==> src/rtl/race_start_sequencer_if.sv <==
`default_nettype none
// ============================================================================
// Module   : race_start_sequencer_if
// Brief    : Button inputs and lamp/display outputs of the start sequencer
// Revision : 1.0 - initial release
// ============================================================================
interface race_start_sequencer_if #(
    parameter int NUM_LIGHTS = 5
);
    logic                  start;
    logic                  driver_btn;
    logic                  abort;
    logic [NUM_LIGHTS-1:0] lights;
    logic                  go;
    logic                  busy;
    logic                  false_start;
    logic                  done;
    logic [15:0]           reaction_ms;

    // Board side: drives the buttons, observes the panel
    modport master (
        output start, driver_btn, abort,
        input  lights, go, busy, false_start, done, reaction_ms
    );

    // Sequencer side
    modport slave (
        input  start, driver_btn, abort,
        output lights, go, busy, false_start, done, reaction_ms
    );
endinterface
`default_nettype wire

==> src/rtl/race_start_sequencer.sv <==
`default_nettype none
// ============================================================================
// Module   : race_start_sequencer
// Brief    : Start-lights sequencer with random hold, reaction timer and
//            false-start detection. Tick and ms rates are clock enables.
// Revision : 1.0 - initial release
// ============================================================================
module race_start_sequencer #(
    parameter int         TICK_DIV     = 25_000_000,
    parameter int         REACT_DIV    = 50_000,
    parameter int         NUM_LIGHTS   = 5,
    parameter int         HOLD_MIN     = 2,
    parameter int         HOLD_RANGE_W = 2,
    parameter logic [7:0] LFSR_SEED    = 8'hA5
) (
    input logic                   clk_in,
    input logic                   Reset,
    race_start_sequencer_if.slave bus
);
    localparam int c_HOLD_W = HOLD_RANGE_W + $clog2(HOLD_MIN + 1) + 1;
    localparam int c_TICK_W = (TICK_DIV > 1) ? $clog2(TICK_DIV) : 1;
    localparam int c_MS_W   = (REACT_DIV > 1) ? $clog2(REACT_DIV) : 1;
    localparam logic [c_TICK_W-1:0] c_TICK_LAST = c_TICK_W'(TICK_DIV - 1);
    localparam logic [c_MS_W-1:0]   c_MS_LAST   = c_MS_W'(REACT_DIV - 1);
    localparam logic [c_HOLD_W-1:0] c_HOLD_ONE  = c_HOLD_W'(1);

    typedef enum logic [2:0] {
        S_IDLE   = 3'd0,
        S_ARM    = 3'd1,
        S_HOLD   = 3'd2,
        S_GO     = 3'd3,
        S_RESULT = 3'd4,
        S_FAULT  = 3'd5
    } state_t;

    state_t                r_state, w_state_nxt;
    logic [NUM_LIGHTS-1:0] r_lights, w_lights_nxt;
    logic                  r_go, w_go_nxt;
    logic                  r_busy, w_busy_nxt;
    logic                  r_false_start, w_fs_nxt;
    logic                  r_done, w_done_nxt;
    logic [15:0]           r_reaction, w_reaction_nxt;
    logic [c_HOLD_W-1:0]   r_hold_cnt, w_hold_nxt;
    logic [c_TICK_W-1:0]   r_tick_cnt, w_tick_nxt;
    logic [c_MS_W-1:0]     r_ms_cnt, w_ms_nxt;
    logic [7:0]            r_lfsr;
    logic                  w_tick;

    // Tick only exists while the lamps are being sequenced
    assign w_tick = ((r_state == S_ARM) || (r_state == S_HOLD)) && (r_tick_cnt == c_TICK_LAST);

    // Free-running 8-bit Fibonacci LFSR, taps 8,6,5,4
    always_ff @(posedge clk_in or posedge Reset) begin
        if (Reset) r_lfsr <= LFSR_SEED;
        else       r_lfsr <= {r_lfsr[6:0], r_lfsr[7] ^ r_lfsr[5] ^ r_lfsr[4] ^ r_lfsr[3]};
    end

    // State and registered outputs
    always_ff @(posedge clk_in or posedge Reset) begin
        if (Reset) begin
            r_state       <= S_IDLE;
            r_lights      <= '0;
            r_go          <= 1'b0;
            r_busy        <= 1'b0;
            r_false_start <= 1'b0;
            r_done        <= 1'b0;
            r_reaction    <= '0;
            r_hold_cnt    <= '0;
            r_tick_cnt    <= '0;
            r_ms_cnt      <= '0;
        end else begin
            r_state       <= w_state_nxt;
            r_lights      <= w_lights_nxt;
            r_go          <= w_go_nxt;
            r_busy        <= w_busy_nxt;
            r_false_start <= w_fs_nxt;
            r_done        <= w_done_nxt;
            r_reaction    <= w_reaction_nxt;
            r_hold_cnt    <= w_hold_nxt;
            r_tick_cnt    <= w_tick_nxt;
            r_ms_cnt      <= w_ms_nxt;
        end
    end

    // Next state and next outputs; priority abort > driver_btn > tick/ms
    always_comb begin
        w_state_nxt    = r_state;
        w_lights_nxt   = r_lights;
        w_go_nxt       = r_go;
        w_fs_nxt       = r_false_start;
        w_done_nxt     = 1'b0;
        w_reaction_nxt = r_reaction;
        w_hold_nxt     = r_hold_cnt;
        w_tick_nxt     = r_tick_cnt;
        w_ms_nxt       = r_ms_cnt;

        if (bus.abort) begin
            w_state_nxt    = S_IDLE;
            w_lights_nxt   = '0;
            w_go_nxt       = 1'b0;
            w_fs_nxt       = 1'b0;
            w_reaction_nxt = '0;
            w_hold_nxt     = '0;
            w_tick_nxt     = '0;
            w_ms_nxt       = '0;
        end else begin
            unique case (r_state)
                S_IDLE, S_RESULT, S_FAULT: begin
                    if (bus.start) begin
                        w_state_nxt    = S_ARM;
                        w_lights_nxt   = '0;
                        w_go_nxt       = 1'b0;
                        w_fs_nxt       = 1'b0;
                        w_reaction_nxt = '0;
                        w_tick_nxt     = '0;
                    end
                end
                S_ARM, S_HOLD: begin
                    if (bus.driver_btn) begin
                        // False start beats any coincident tick
                        w_state_nxt    = S_FAULT;
                        w_lights_nxt   = '0;
                        w_fs_nxt       = 1'b1;
                        w_done_nxt     = 1'b1;
                        w_reaction_nxt = '0;
                        w_tick_nxt     = '0;
                    end else begin
                        w_tick_nxt = w_tick ? '0 : r_tick_cnt + 1'b1;
                        if (w_tick && (r_state == S_ARM)) begin
                            w_lights_nxt = {r_lights[NUM_LIGHTS-2:0], 1'b1};
                            // Last lamp lit: draw the random hold length now
                            if (&r_lights[NUM_LIGHTS-2:0]) begin
                                w_state_nxt = S_HOLD;
                                w_hold_nxt  = c_HOLD_W'(HOLD_MIN) +
                                              c_HOLD_W'(r_lfsr[HOLD_RANGE_W-1:0]);
                            end
                        end else if (w_tick) begin
                            if (r_hold_cnt == c_HOLD_ONE) begin
                                w_state_nxt    = S_GO;
                                w_lights_nxt   = '0;
                                w_go_nxt       = 1'b1;
                                w_ms_nxt       = '0;
                                w_reaction_nxt = '0;
                                w_tick_nxt     = '0;
                            end else begin
                                w_hold_nxt = r_hold_cnt - 1'b1;
                            end
                        end
                    end
                end
                S_GO: begin
                    if (bus.driver_btn) begin
                        // Period in progress at the press is not counted
                        w_state_nxt = S_RESULT;
                        w_go_nxt    = 1'b0;
                        w_done_nxt  = 1'b1;
                        w_ms_nxt    = '0;
                    end else if (r_ms_cnt == c_MS_LAST) begin
                        w_ms_nxt = '0;
                        if (r_reaction != 16'hFFFF) w_reaction_nxt = r_reaction + 16'd1;
                    end else begin
                        w_ms_nxt = r_ms_cnt + 1'b1;
                    end
                end
                default: begin
                    w_state_nxt = S_IDLE;
                end
            endcase
        end

        w_busy_nxt = (w_state_nxt == S_ARM) || (w_state_nxt == S_HOLD) || (w_state_nxt == S_GO);
    end

    assign bus.lights      = r_lights;
    assign bus.go          = r_go;
    assign bus.busy        = r_busy;
    assign bus.false_start = r_false_start;
    assign bus.done        = r_done;
    assign bus.reaction_ms = r_reaction;
endmodule
`default_nettype wire

==> src/flat_wrapper.sv <==
// flat-port wrapper written by rule: the top's interface ports become plain ports
module race_start_sequencer_flat 
#(
    parameter int         TICK_DIV     = 25_000_000,
    parameter int         REACT_DIV    = 50_000,
    parameter int         NUM_LIGHTS   = 5,
    parameter int         HOLD_MIN     = 2,
    parameter int         HOLD_RANGE_W = 2,
    parameter logic [7:0] LFSR_SEED    = 8'hA5
)
  (clk_in, Reset, bus_start, bus_driver_btn, bus_abort, bus_lights, bus_go, bus_busy, bus_false_start, bus_done, bus_reaction_ms);
  race_start_sequencer_if #(.NUM_LIGHTS(NUM_LIGHTS)) bus_i ();
  input logic clk_in;
  input logic Reset;
  input wire logic [$bits(bus_i.start)-1:0] bus_start;
  input wire logic [$bits(bus_i.driver_btn)-1:0] bus_driver_btn;
  input wire logic [$bits(bus_i.abort)-1:0] bus_abort;
  output wire logic [$bits(bus_i.lights)-1:0] bus_lights;
  output wire logic [$bits(bus_i.go)-1:0] bus_go;
  output wire logic [$bits(bus_i.busy)-1:0] bus_busy;
  output wire logic [$bits(bus_i.false_start)-1:0] bus_false_start;
  output wire logic [$bits(bus_i.done)-1:0] bus_done;
  output wire logic [$bits(bus_i.reaction_ms)-1:0] bus_reaction_ms;
  assign bus_i.start = bus_start;
  assign bus_i.driver_btn = bus_driver_btn;
  assign bus_i.abort = bus_abort;
  assign bus_lights = bus_i.lights;
  assign bus_go = bus_i.go;
  assign bus_busy = bus_i.busy;
  assign bus_false_start = bus_i.false_start;
  assign bus_done = bus_i.done;
  assign bus_reaction_ms = bus_i.reaction_ms;
  race_start_sequencer #(.TICK_DIV(TICK_DIV), .REACT_DIV(REACT_DIV), .NUM_LIGHTS(NUM_LIGHTS), .HOLD_MIN(HOLD_MIN), .HOLD_RANGE_W(HOLD_RANGE_W), .LFSR_SEED(LFSR_SEED)) u_core (.clk_in(clk_in), .Reset(Reset), .bus(bus_i));
endmodule
==> config.mk <==
export PLATFORM = sky130hd
export DESIGN_NAME = race_start_sequencer_flat
export DESIGN_NICKNAME = d
export VERILOG_FILES = /design/src/rtl/race_start_sequencer_if.sv /design/src/rtl/race_start_sequencer.sv /design/src/flat_wrapper.sv
export SDC_FILE = /design/constraint.sdc
export NUM_CORES = 1
export LEC_CHECK = 0
export CORE_ASPECT_RATIO = 0.6
export CORE_MARGIN = 1
export CORE_UTILIZATION = 55
export DETAILED_ROUTE_END_ITERATION = 10
export PLACE_DENSITY_LB_ADDON = 0.25
export SLEW_MARGIN = 10
export SYNTH_ARGS = -nofsm -noshare
export SYNTH_HDL_FRONTEND = slang
export SYNTH_SLANG_ARGS = --single-unit
==> constraint.sdc <==
create_clock -name clk_in -period 5.85 [get_ports clk_in]
set_clock_uncertainty 0.1 [all_clocks]
set_input_delay 1.4625 -clock clk_in [delete_from_list [all_inputs] [get_ports clk_in]]
set_output_delay 1.4625 -clock clk_in [all_outputs]
set_load 0.005 [all_outputs]
## Yosys cells after proc, flatten, opt, wreduce, memory -nomap -nowiden

Index checks and enable logic that the tools add are counted.

- $add $sub $neg: 5
- Equality and inequality tests: 30
- Muxes and demuxes: 60
- Bitwise logic cells: 3
- Reduce and logical (&&, ||, !) cells: 22

Operators with widths:

| kind | count |
|---|---|
| $mux W16 | 13 |
| $mux W25 | 7 |
| $mux W5 | 13 |
| $pmux W25 S2 | 1 |
| $pmux W16 S3 | 1 |
| $add A16 B1 Y16 const B | 2 |
| $pmux W16 S2 | 1 |
| $add A25 B1 Y25 const B | 1 |
| $eq A25 B25 Y1 const B | 1 |
| $mux W3 | 8 |
| $ne A3 B3 Y1 const B | 7 |
| $eq A16 B16 Y1 const B | 1 |
| $ne A16 B16 Y1 const B | 1 |
| $ne A3 B2 Y1 const B | 5 |
| $eq A3 B2 Y1 const B | 4 |
| $mux W1 | 12 |
| $ne A5 B3 Y1 const B | 2 |
| $pmux W5 S2 | 1 |
| $reduce_and A5 Y1 | 2 |
| $pmux W3 S3 | 1 |
| $reduce_bool A3 Y1 | 3 |
| $ne A4 B3 Y1 const B | 2 |
| $reduce_and A4 Y1 | 2 |
| $reduce_and A8 Y1 | 1 |
| other kinds (20) | 28 |

- Register bits after elaboration: 82
- Output and inout bits: 25
- Logic and storage cells: 131

## Longest topological paths before layout

- Depth after elaboration: 11
- Mapped depth: 10
- Mapped depth without buffers: 7

## Worst setup path before layout

No wires, ideal clock.

- Path kind: in2reg
- Start: in bus_abort
- End: reg u_core.r_reaction[2] (netlist: u_core.bus.reaction_ms[2])
- Data arrival time: 3.214 ns
- Required time: 5.620 ns
- Setup slack: 2.406 ns
- Stages: 9
- Cell sequence: clkbuf_1 inv_1 and3_1 clkbuf_1 a41oi_1 clkbuf_1 a21oi_1 o21ai_0 o21ai_0

- Longest elaborated chain between the ends: 2
- Elaborated cells on any way between the ends: 10
- Classes of those cells: eq/ne (7); mux (1); reduce/logical (2)

RTL lines:

| element | line | source |
|---|---|---|
| start: declaration | flat_wrapper.sv:17 | `input wire logic [$bits(bus_i.abort)-1:0] bus_abort;` |
| $ne A4 B3 Y1 (no line) (tied with other cells) | - |  |
| $reduce_and A8 Y1 (no line) | - |  |
| end signal: assignment | race_start_sequencer.sv:78 | `r_reaction <= w_reaction_nxt;` |
| end: declaration | race_start_sequencer.sv:42 | `logic [15:0] r_reaction, w_reaction_nxt;` |

Several ways; a longest one is shown, not always the timed one.
A chain may end at the register's enable or synchronous reset.

## Worst setup path in the final report

- Start: in bus_abort
- End: reg u_core.r_ms_cnt[15]

- Longest elaborated chain between the ends: 2
- Elaborated cells on any way between the ends: 7
- Classes of those cells: eq/ne (4); mux (1); reduce/logical (2)

RTL lines:

| element | line | source |
|---|---|---|
| $ne A3 B2 Y1 (no line) (tied with other cells) | - |  |
| $reduce_and A5 Y1 (no line) | - |  |
| end signal: assignment | race_start_sequencer.sv:81 | `r_ms_cnt <= w_ms_nxt;` |
| end: declaration | race_start_sequencer.sv:45 | `logic [c_MS_W-1:0] r_ms_cnt, w_ms_nxt;` |

Several ways; a longest one is shown, not always the timed one.

==> results by group <==
Status
  – Status: complete, no violations

Clocking
  – H-tree lvl count: 3
  – Maximum root-to-sink buffer count: 2
  – Latest clock arrival within the worst-skew pair: approximately 350 ps
  – TritonCTS clock tree: yes
  – Num Clock Sinks: 82
  – Num CTS Buffers: 9
  – Setup bufs post-CTS: 0
  – Root buffer cell: clkbuf_16
  – Worst-path clk slew: roughly 60 ps
  – Post_cts resized: 0
  – Hold buffers post-CTS: 0

STA
  – RSZ-0062 raised after global routing: false
  – Worst Tran Pin Value: ~1100 ps
  – Setup TNS: 0 ps
  – Setup-failing EPs final: 0
  – Final hold viol count: 0
  – Final period utilization: 0.738
  – Post-layout min period: around 4300 ps
  – Fmax: ~230 MHz
  – Rel. slew slack: 0.247
  – Max Transition Viols Final: 0

Synth
  – Area of the mapped netlist: approximately 4400 sq um
  – Post-synth net total: 500
  – Sequential-to-total area share from yosys stat: 0.469
  – Main flop type after synthesis: dfrtp_1
  – Cells after synthesis: approximately 500
  – Synth top area share: 0.445
  – Synth area leaders: dfrtp_1, o21ai_0, nor2_1
  – Syn Area/Cell: slightly below 9 sq um
  – Post-synth cell types: 55
  – Synthesis Warnings: 0
  – Seq cells post-synth: 82
  – EDFF count, synth: 0
  – Async SR Flop Fraction: 1.00
  – Cell taking the most area after synthesis: dfrtp_1

Floorplanning
  – Die area: 8340 sq um
  – Io pins: 30
  – Die W: 117 microns
  – Core Region: 7480 sq um
  – Die Span Y: approximately 70 microns
  – Starting Density: 0.586
  – Placement Rows: 24

Global routing
  – Largest net degree at the start of global routing: 50
  – Vias in the first global route: approximately 3,500
  – First-pass GRT wire length: about 17,000 microns
  – Gr ovfl total: 0
  – Initial antenna violation count: 0
  – GRT Resource Usage Total: 0.273

Critical path
  – CP Capture Type: register
  – Setup CP Type: input pin to register
  – Crit path DAT: 4460 ps
  – Worst Path Required: ~6000 ps
  – Max FO, Critical Path: 19
  – Worst setup SP type: input pin

Cells and area
  – # nets final: between 500 and 600
  – Most common cell after layout, fill and taps aside: dfrtp_1
  – Antenna diode count: 0
  – Share of cells above drive strength 1: 0.0543
  – Area growth from synthesis to layout: 14.9%
  – Most frequent cells in the layout: dfrtp_1, o21ai_0, nor2_1, nand2_1, clkdlybuf4s50_1

Route
  – Routed WL per cell: between 15 and 20 microns
  – DRT iter0 DRCs: around 310
  – Drt via density: 6.23
  – Final ANT Viol Nets: 0
  – DRT Wirelength: slightly above 10,000 microns
  – Via count: just under 4,000
  – Drt first pass iters: 5
  – DRC errors left: 0

Placed design
  – Placer Congestion: roughly 0.86
  – Detail Placement HPWL: 6840 microns
  – Number of port buffers: 29

Job
  – Max-Cap Viols: 0

Min path
  – Hold Crit Class: register to register

Power
  – Max IR drop VDD: about 150 uV
  – Cell area power density: 245 nW/um^2
  – Pwr Total: ~1.2 mW
  – Leakage: just over 2 nW
## where the power goes
group	switching, mW	internal, mW
sequential	0.00670	0.571
clock	0.221	0.373
combinational	0.0432	0.0176
total	0.271	0.961
## cell families after synthesis
| logic type | synth area share |
|---|---|
| multiplexers | 0.00914 |
| flip-flops | 0.469 |
| AND/OR/NAND/NOR | 0.255 |
| XOR/XNOR | 0.0400 |
| AO/OA/AOI/OAI | 0.173 |
| adder cells (fa/ha/maj) | 0.0143 |
| buffers and inverters | 0.0388 |
## metrics by stage
stage	instances	setup WS, ps	cell area, sq um	util	hold slack [ps]
final	620	1530	5030	0.673	264
after global routing	620	1220	5030	0.673	282
after CTS	620	1620	5030	0.673	274
after detailed placement	604	1240	4730	0.632	253
after global placement	604	1400	4730	0.632	241
after floorplan	490	2190	4380	-	233
## critical path, stage by stage
cell and delay [ps]:
clkdlybuf4s50_1 750, nand4bb_1 700, a41oi_1 550, nand2_1 470
a41oi_1 310, o21ai_0 110, o31ai_1 110
## routing by layer
metal / track usage / vias to the layer above / share of wire / wire, microns
met2: 0.354 / 165 / 0.42 / 4210
li1: - / 1822 / - / -
met1: 0.428 / 1862 / 0.49 / 4930
met3: 0.0788 / 11 / 0.081 / 814
met5: 0 / - / 0 / 0
met4: 0.0914 / 0 / 0.013 / 132
## path summary, 6_finish.rpt
kind | startpoint | cells past startpoint | endpoint | slack [ps]
min | u_core.r_lfsr[6] | 0 | u_core.r_lfsr[7] | 260
max | bus_abort | 7 | u_core.r_ms_cnt[15] | 1530
max reg2reg | u_core.r_tick_cnt[0] | 7 | u_core.bus.reaction_ms[3] | 2550
max in group asynchronous | Reset | 3 | u_core.bus.reaction_ms[3] | 3240
min reg2reg | u_core.r_lfsr[6] | 0 | u_core.r_lfsr[7] | 260
min in group asynchronous | Reset | 2 | u_core.r_hold_cnt[4] | 1480
## layout make-up
type,count,area [sq um]
clock buffer,12,236
clock inverter,4,70.1
fill,575,2440
inverter,21,80.1
multi-input combinational,366,2150
sequential,82,2060
tap,104,130
timing repair buffer,31,305
## state kept, by name, summed over array words and instances (netlist names)
signal and count:
u_core.r_lfsr 8, u_core.bus.done 1, u_core.r_hold_cnt 5, u_core.r_state 3
u_core.bus.busy 1, u_core.bus.false_start 1, u_core.r_ms_cnt 16, u_core.bus.go 1
u_core.bus.reaction_ms 16, u_core.r_tick_cnt 25, u_core.bus.lights 5
## cell usage after synthesis (all sizes together) (2+ instances only)
cell / n
nor4b: 4
dfstp: 4
a41oi: 5
nand4bb: 2
dfrtp: 78
nor2b: 4
o41ai: 4
or3: 9
buf: 4
or2: 2
or4b: 3
nor4bb: 3
o211ai: 2
ha: 5
nor2: 51
or4: 5
nand3: 23
o21ai: 62
o31ai: 10
nor3b: 2
nor3: 10
xor2: 7
xnor2: 13
and3: 16
nand3b: 3
a22o: 2
nor4: 6
and2: 3
o21bai: 2
mux2i: 4
inv: 21
a21oi: 26
nand4: 16
nand2: 43
a31oi: 8
clkbuf: 17
a211oi: 2
Power figures use the tool's default switching activity.
